===== src/rtl/multiplier_cla_pkg.sv =====
// Shared types and constants for the sequential shift-and-add multiplier.
package multiplier_cla_pkg;

  typedef enum logic {
    IDLE = 1'b0,
    BUSY = 1'b1
  } state_t;

  localparam int CLA_GROUP = 4;

  function automatic int count_width(input int m);
    return $clog2(m + 1);
  endfunction

endpackage


===== src/rtl/multiplier_cla_adder.sv =====
// Two-level carry-lookahead adder: 4-bit groups with a lookahead unit over the group carries.
// Widths that are not a multiple of the group size are zero-padded internally.
module cla_adder
  import multiplier_cla_pkg::*;
#(
  parameter int WIDTH = 8
) (
  input  logic [WIDTH-1:0] a,
  input  logic [WIDTH-1:0] b,
  input  logic             cin,
  output logic [WIDTH-1:0] sum,
  output logic             cout
);

  localparam int GROUPS = (WIDTH + CLA_GROUP - 1) / CLA_GROUP;
  localparam int PW     = GROUPS * CLA_GROUP;

  logic [PW-1:0]     a_ext, b_ext, p, g;
  logic [PW:0]       c;
  logic [GROUPS-1:0] grp_g, grp_p;
  logic [GROUPS:0]   grp_c;
  logic              term, acc;

  // Every carry is expanded into a flat sum of products, so no ripple spans more than one group.
  always_comb begin
    a_ext = PW'(a);
    b_ext = PW'(b);
    p     = a_ext ^ b_ext;
    g     = a_ext & b_ext;
    term  = 1'b0;
    acc   = 1'b0;
    grp_g = '0;
    grp_p = '0;
    grp_c = '0;
    c     = '0;

    for (int k = 0; k < GROUPS; k++) begin
      grp_p[k] = &p[k*CLA_GROUP +: CLA_GROUP];
      acc = 1'b0;
      for (int i = 0; i < CLA_GROUP; i++) begin
        term = g[k*CLA_GROUP+i];
        for (int j = i + 1; j < CLA_GROUP; j++) term = term & p[k*CLA_GROUP+j];
        acc = acc | term;
      end
      grp_g[k] = acc;
    end

    grp_c[0] = cin;
    for (int k = 0; k < GROUPS; k++) begin
      acc = cin;
      for (int j = 0; j <= k; j++) acc = acc & grp_p[j];
      for (int i = 0; i <= k; i++) begin
        term = grp_g[i];
        for (int j = i + 1; j <= k; j++) term = term & grp_p[j];
        acc = acc | term;
      end
      grp_c[k+1] = acc;
    end

    for (int k = 0; k < GROUPS; k++) begin
      for (int i = 0; i < CLA_GROUP; i++) begin
        acc = grp_c[k];
        for (int j = 0; j < i; j++) acc = acc & p[k*CLA_GROUP+j];
        for (int m2 = 0; m2 < i; m2++) begin
          term = g[k*CLA_GROUP+m2];
          for (int j = m2 + 1; j < i; j++) term = term & p[k*CLA_GROUP+j];
          acc = acc | term;
        end
        c[k*CLA_GROUP+i] = acc;
      end
    end
    c[PW] = grp_c[GROUPS];
  end

  assign sum  = p[WIDTH-1:0] ^ c[WIDTH-1:0];
  assign cout = c[WIDTH];

endmodule


===== src/rtl/multiplier_cla.sv =====
// Sequential unsigned shift-and-add multiplier, one multiplier bit per clock through a CLA adder.
// Define MULT_EARLY_TERM_EN to finish as soon as the remaining multiplier bits are all zero.
module multiplier_cla
  import multiplier_cla_pkg::*;
#(
  parameter int N = 32,
  parameter int M = 32
) (
  input  logic           clk,
  input  logic           rst,
  input  logic           start,
  input  logic [N-1:0]   multicand,
  input  logic [M-1:0]   multiplier,
  output logic           busy,
  output logic           done,
  output logic [N+M-1:0] product
);

  localparam int W  = N + M;
  localparam int CW = count_width(M);

  state_t        state_q, state_d;
  logic [W-1:0]  a_q, a_d;
  logic [W-1:0]  acc_q, acc_d;
  logic [W-1:0]  product_q, product_d;
  logic [M-1:0]  b_q, b_d;
  logic [CW-1:0] count_q, count_d;
  logic          busy_q, busy_d;
  logic          done_q, done_d;
  logic [W-1:0]  sum;
  logic          sum_cout;
  logic          last_iter;

  cla_adder #(.WIDTH(W)) u_adder (
    .a    (acc_q),
    .b    (a_q),
    .cin  (1'b0),
    .sum  (sum),
    .cout (sum_cout)
  );

`ifdef MULT_EARLY_TERM_EN
  assign last_iter = (b_q >> 1) == '0;
`else
  assign last_iter = count_q == CW'(M - 1);
`endif

  always_comb begin
    state_d   = state_q;
    a_d       = a_q;
    b_d       = b_q;
    acc_d     = acc_q;
    count_d   = count_q;
    product_d = product_q;
    busy_d    = busy_q;
    done_d    = 1'b0;

    case (state_q)
      IDLE: begin
        if (start) begin
          a_d     = W'(multicand);
          b_d     = multiplier;
          acc_d   = '0;
          count_d = '0;
          busy_d  = 1'b1;
          state_d = BUSY;
        end
      end
      BUSY: begin
        if (b_q[0]) acc_d = sum;
        a_d     = a_q << 1;
        b_d     = b_q >> 1;
        count_d = count_q + CW'(1);
        if (last_iter) begin
          product_d = acc_d;
          done_d    = 1'b1;
          busy_d    = 1'b0;
          state_d   = IDLE;
        end
      end
      default: state_d = IDLE;
    endcase
  end

  always_ff @(posedge clk) begin
    if (rst) begin
      state_q   <= IDLE;
      a_q       <= '0;
      b_q       <= '0;
      acc_q     <= '0;
      count_q   <= '0;
      product_q <= '0;
      busy_q    <= 1'b0;
      done_q    <= 1'b0;
    end else begin
      state_q   <= state_d;
      a_q       <= a_d;
      b_q       <= b_d;
      acc_q     <= acc_d;
      count_q   <= count_d;
      product_q <= product_d;
      busy_q    <= busy_d;
      done_q    <= done_d;
    end
  end

  assign busy    = busy_q;
  assign done    = done_q;
  assign product = product_q;

endmodule


===== config.mk =====
export PLATFORM = sky130hd
export DESIGN_NAME = multiplier_cla
export DESIGN_NICKNAME = d
export VERILOG_FILES = /design/src/rtl/multiplier_cla_pkg.sv /design/src/rtl/multiplier_cla_adder.sv /design/src/rtl/multiplier_cla.sv
export SDC_FILE = /design/constraint.sdc
export NUM_CORES = 1
export LEC_CHECK = 0
export CAP_MARGIN = 0
export CELL_PAD_IN_SITES_DETAIL_PLACEMENT = 0
export CELL_PAD_IN_SITES_GLOBAL_PLACEMENT = 1
export CORE_ASPECT_RATIO = 0.7
export CORE_MARGIN = 3
export CORE_UTILIZATION = 44
export DETAILED_ROUTE_END_ITERATION = 10
export GPL_ROUTABILITY_DRIVEN = 0
export GPL_TIMING_DRIVEN = 0
export PLACE_DENSITY = 0.87
export SYNTH_ARGS = -nofsm -noshare
export SYNTH_HDL_FRONTEND = slang
export SYNTH_SLANG_ARGS = --single-unit

===== constraint.sdc =====
create_clock -name clk -period 4.95 [get_ports clk]
set_clock_uncertainty 0.2 [all_clocks]
set_input_delay 0.99 -clock clk [delete_from_list [all_inputs] [get_ports clk]]
set_output_delay 0.99 -clock clk [all_outputs]
set_load 0.005 [all_outputs]

# Word-level counts from Yosys, hierarchy flattened
# Index checks and enable logic that the tools add are counted.
# W data, S select, Z words.
# totals
reg_bits	233
latchBits	0
ram_bits	0
mem_bits_ro	0
in_bits	67
out_inout_bits	66
elab_cells	535
memories	0
# op_classes
addsub	1
multipliers	0
div_mod_pow	0
order_cmp	0
eq_ne	3
shift	0
mux	16
bitwise_logic	490
reduce_logical	17
# ops
cell	n
$pmux W64 S2	2
$and A1 B1 Y1	243
$or A1 B1 Y1	243
$mux W64	3
$xor A64 B64 Y64	2
$pmux W32 S2	1
$and A63 B63 Y63	1
$reduce_and A4 Y1	14
$mux W32	1
$pmux W6 S2	1
$add A6 B1 Y6 const B	1
$eq A6 B5 Y1 const B	1
$mux W6	1
$mux W1	5
$pmux W1 S2	2
$reduce_and A2 Y1	2
$ne A2 B1 Y1 const B	1
$ne A2 B2 Y1 const B	1
$reduce_or A2 Y1	1
$not A1 Y1	1

# Logic depth before layout (Yosys ltp)
# depth
word_depth	44
mapped_depth	19
depth_no_buf	19

# By module
# From an unflattened synthesis, not the netlist that was laid out.
# hier_totals
hier_cells	1381
hier_area_um2	13010.0
# modules_own_cells
mod	instances	cells_each	area_each_um2	seq_area_each_um2
multiplier_cla	1	1041	10213.5	4664.5
cla_adder	1	340	2796.4	0.0

# Least setup slack after synthesis
# OpenSTA, ideal clock, no wires.
# synth_timing
path_type	register to register
start	register a_q[1]
end	register acc_q[63]
setup_time_ns	0.128
arrival_time_ns	3.224
t_required_ns	4.622
slack_ns	1.398
path_stages_with_launch	20
path_buffers	0
period_less_slack_ns	3.552
path_cell_list	dfxtp_1 > ha_1 > ha_1 > o211ai_1 > a21oi_2 > o211ai_2 > a31oi_1 > and3_4 > nor3b_4 > o21ai_4 > a31o_1 > ha_1 > o21a_1 > o21ai_0 > nand2b_1 > xor2_1 > nand2_1 > xnor2_1 > a21oi_1 > nor2_1
# synth_via
elab_chain_len	44
elab_cells_between_ends	47
cone_classes	2 x mux; 45 x bitwise
# synth_rtl
element	line	source
from (decl)	multiplier_cla.sv:23	logic [W-1:0] a_q, a_d;
from (signal assigned)	multiplier_cla.sv:88	a_q <= '0;
from (signal assigned)	multiplier_cla.sv:97	a_q <= a_d;
$xor A64 B64 Y64	multiplier_cla_adder.sv:28	p = a_ext ^ b_ext;
$and A1 B1 Y1 (3 in a row)	multiplier_cla_adder.sv:42	for (int j = i + 1; j < CLA_GROUP; j++) term = term & p[k*CLA_GROUP+j];
$or A1 B1 Y1 (*) (3 in a row)	multiplier_cla_adder.sv:43	acc = acc | term;
$and A1 B1 Y1 (*) (14 in a row)	multiplier_cla_adder.sv:54	for (int j = i + 1; j <= k; j++) term = term & grp_p[j];
$or A1 B1 Y1 (*) (14 in a row)	multiplier_cla_adder.sv:55	acc = acc | term;
$and A1 B1 Y1 (*) (3 in a row)	multiplier_cla_adder.sv:63	for (int j = 0; j < i; j++) acc = acc & p[k*CLA_GROUP+j];
$or A1 B1 Y1 (*) (3 in a row)	multiplier_cla_adder.sv:67	acc = acc | term;
$xor A64 B64 Y64 (*)	multiplier_cla_adder.sv:75	assign sum = p[WIDTH-1:0] ^ c[WIDTH-1:0];
$mux W64 (*)	multiplier_cla.sv:70	if (b_q[0]) acc_d = sum;
$pmux W64 S2 (*)	multiplier_cla.sv:58	case (state_q)
to (signal assigned)	multiplier_cla.sv:90	acc_q <= '0;
to (signal assigned)	multiplier_cla.sv:99	acc_q <= acc_d;
to (decl)	multiplier_cla.sv:24	logic [W-1:0] acc_q, acc_d;
# Every way passes the cells marked *; elsewhere a longest branch is shown, timed or not.
# A chain may end at the register's enable or synchronous reset.

# Final worst setup path
# layout_timing
start	register a_q[0]
end	register acc_q[63]
# layout_via
elab_chain_len	44
# layout_rtl
element	line	source
$and A63 B63 Y63	multiplier_cla_adder.sv:29	g = a_ext & b_ext;
$and A1 B1 Y1 (3 in a row)	multiplier_cla_adder.sv:42	
$or A1 B1 Y1 (3 in a row)	multiplier_cla_adder.sv:43	
$and A1 B1 Y1 (14 in a row)	multiplier_cla_adder.sv:54	
$or A1 B1 Y1 (14 in a row)	multiplier_cla_adder.sv:55	
$and A1 B1 Y1 (3 in a row)	multiplier_cla_adder.sv:63	
$or A1 B1 Y1 (3 in a row)	multiplier_cla_adder.sv:67	
$xor A64 B64 Y64	multiplier_cla_adder.sv:75	
$mux W64	multiplier_cla.sv:70	
$pmux W64 S2	multiplier_cla.sv:58	
# No other way between the ends.

==> impl_results.md <==
* Ant diodes at 0
* Drt wl/cell at 18.30 µm
* CTS clk-pin slew, worst paths at around 0.070 ns
* Largest net degree at the start of global routing at 15
* Total Wirelength at 36780 µm
* Relative slew slack at a little over two fifths
* Critical R2R Capture: acc_q[63]
* # IOs at about 130
* Most frequent cell after synthesis: nor2_1
* Hold slack at approximately 0.26 ns
* Avg Cell Area, Syn at between 8 and 9 µm²
* Area Growth Syn to Fin at 20.72%
* Netlist cell types at 50
* Post-CTS resize count at 0
* Worst-Margin Slew at 0.8407 ns
* Internal power at roughly 3200 µW
* Fin nets at roughly 1800
* HP Class: reg2reg
* PD cells at ~280 nW/µm²
* Final Max Slew Viols at 0
* Row Count at 51
* Number of DRC markers in iteration 0 at ~860
* Num CTS Buffers at 24
* Fin Setup TNS at 0 ns
* Router iterations before antenna repair at 7
* Register-to-Register Setup Slack at 0.68 ns
* Post-CTS setup buffer count at 0
* Cell Area, Placed at around 14000 µm²
* Required @ worst endpoint at 5.22 ns
* Crit path capture type: flip-flop
* Hold buffers post-CTS at 0
* Dpl ws at between 0.7 and 0.8 ns
* Leakage at a little under 0.006 µW
* Post-synthesis cell area at roughly 13000 µm²
* Initial Util at a little under half
* DRC at 0
* Yosys top cell area share at between 30% and 40%
* Clock latency on the worst-skew pair at between 0.5 and 0.6 ns
* Switching Fraction at roughly a quarter
* First-pass GRT wire length at slightly below 60000 µm
* MaxCap Viol Count at 0
* TritonCTS clock tree: yes
* Root Buffer: clkbuf_16
* RSZ-0062 raised after global routing: no
* Die height at about 150 µm
* R2R cell count at 19
* Final antenna-violating net count at 0
* Vias in the first global route at 10436
* Setup ws final at 0.6785 ns
* Minimum clock period after layout at about 4.3 ns
* Status: completed
* Crit path DAT at 4.54 ns
* Final non-filler cell total at around 2000
* Syn Inst Count at 1464
* FF+latch count, synth at roughly 230
* Die X at 208.6 µm
* Switch Pwr at 1083 µW
* Critical Path Source Type: flip-flop
* Clk sinks at ~230
* Worst r2r src: a_q[0]
* Combinational share of power at around 9.7%
* Finish-stage setup viols at 0
* Kind of critical path: reg2reg
* Post-synth EDFFs at 0
* Clock Power Share at between 40% and 50%
* Commonest cells post-synth: 239 x nor2_1, 233 x dfxtp_1, 176 x a21oi_1
* Design Area, Final at between 15000 and 20000 µm²
* Peak fanout along the critical path at 4
* Total GRT Usage at 23.23%
* Via Count at around 11000
* Hold wc startpoint: product[56]
* Final Hold Vio Count at 0
* Initial antenna violation count at 0
* Sequential share of power at a little under half
* H-tree Lvls at 1
* Dpl cells at between 1500 and 2000
* Port bufs at roughly 130
* Crit path launch: a_q[0]
* Synth top area cells: dfxtp_1 37%, ha_1 7.9%, mux2i_1 7.6%
* Cell taking the most area after synthesis: dfxtp_1
* Max IR drop VDD at ~0.00018 V
* Vias per cell at 5.432
* Post-synth ARST share at 0%
* Yosys warnings at 0
* Final period utilization at 86.29%
* Top_reg_cell synth: dfxtp_1
* Syn nets at ~1600
* Core box area at approximately 28000 µm²
* F_max at between 200 and 250 MHz
* Post-DP HPWL at 27410 µm
* Die Area at 30820 µm²
* Layout cells sized above 1 at between 6 and 7%
* Total congestion overflow at 0
* Seq/Total Area, Yosys at between 30% and 40%
* Worst setup path endpoint: acc_q[63]
* Max Root-Sink Buffers at 3
-- through the flow --
step                      utilization [%]  power [µW]
after floorplan                         -        2231
after global routing                54.46        4472
final                               54.46        4305
after global placement              51.45        2390
after detailed placement            51.45        2396
after CTS                           54.46        4339
-- worst min path at each step --
stage	slack, ns	end	cells after the start
after detailed placement	0.25	product[4]	2
final	0.26	product[56]	2
after floorplan	0.25	product[12]	2
after CTS	0.26	product[4]	2
after global routing	0.28	product[53]	2
after global placement	0.25	product[16]	2
-- layout by cell type (no fill, tap or decap), drive strengths merged, types with 2 or more instances in the layout --
cell / instances
clkbuf: 116
bufinv: 2
clkinv: 5
a21o: 16
nand2b: 17
a21oi: 177
nor3: 19
ha: 80
clkdlybuf4s50: 131
nand2: 61
clkinvlp: 2
nand4: 11
o21bai: 2
o211ai: 18
dfxtp: 233
mux2i: 96
mux2: 8
a31oi: 2
o21ai: 31
and4: 2
nor2: 240
a211oi: 55
xor2: 16
buf: 21
xnor2: 31
o21ba: 38
and3: 2
fa: 16
inv: 48
or2: 2
nor2b: 49
nor3b: 74
o21a: 4
nand3: 6
-- sequential cells by signal (all words and copies together) (netlist names) --
signal	cells
acc_q	64
busy	1
product	64
done	1
b_q	32
state_q	1
count_q	6
a_q	64
-- metal layers --
metal  wire length (µm)  global-route usage, %  vias to the layer above  share of wire, %
met3               3066                  4.476                       49               8.3
met5                  0                      0                        -                 0
met2              14990                  34.71                      377                41
li1                   -                      -                     5379                 -
met1              17990                  34.97                     5113                49
met4                741                  4.717                        0               2.0
-- critical path, stage by stage (launching register included) --
cell and delay [ns]:
dfxtp_1 0.37, ha_1 0.25, ha_1 0.22, o211ai_1 0.24
a21oi_2 0.10, o211ai_2 0.27, a31oi_1 0.19, and3_4 0.23
nor3b_4 0.29, o21ai_4 0.13, a31o_1 0.21, ha_1 0.19
o21a_1 0.20, o21ai_0 0.22, nand2b_1 0.14, xor2_1 0.15
nand2_1 0.08, xnor2_1 0.29, a21oi_1 0.12, nor2_1 0.11
-- cells by family (layout without fill, tap and decap cells) --
logic type	Yosys count	in the layout	synth area share [%]
AND/OR/NAND/NOR	485	485	18.88
multiplexers	104	104	8.317
XOR/XNOR	47	47	3.257
adder cells (fa/ha/maj)	96	96	10.46
flip-flops	233	233	36.91
buffers and inverters	150	325	4.564
AO/OA/AOI/OAI	349	349	17.61
-- cell type report --
type,instances,area [µm²]
Buffer,102,396.6
Clock buffer,35,743.2
Clock inverter,9,100.1
Fill cell,2612,12760
Inverter,48,180.2
Multi-Input combinational cell,1081,7396
Sequential cell,233,4664
Tap cell,371,464.2
Timing Repair Buffer,131,1311
-- power groups by stage --
| stage | clock network, µW | logic [µW] | registers [µW] |
|---|---|---|---|
| after CTS | 1980 | 415 | 1940 |
| after detailed placement | 0 | 413 | 1980 |
| final | 1950 | 417 | 1940 |
| after global routing | 2070 | 456 | 1950 |
| after global placement | 0 | 407 | 1980 |
| after floorplan | 0 | 258 | 1970 |
Power figures use the tool's default switching activity.
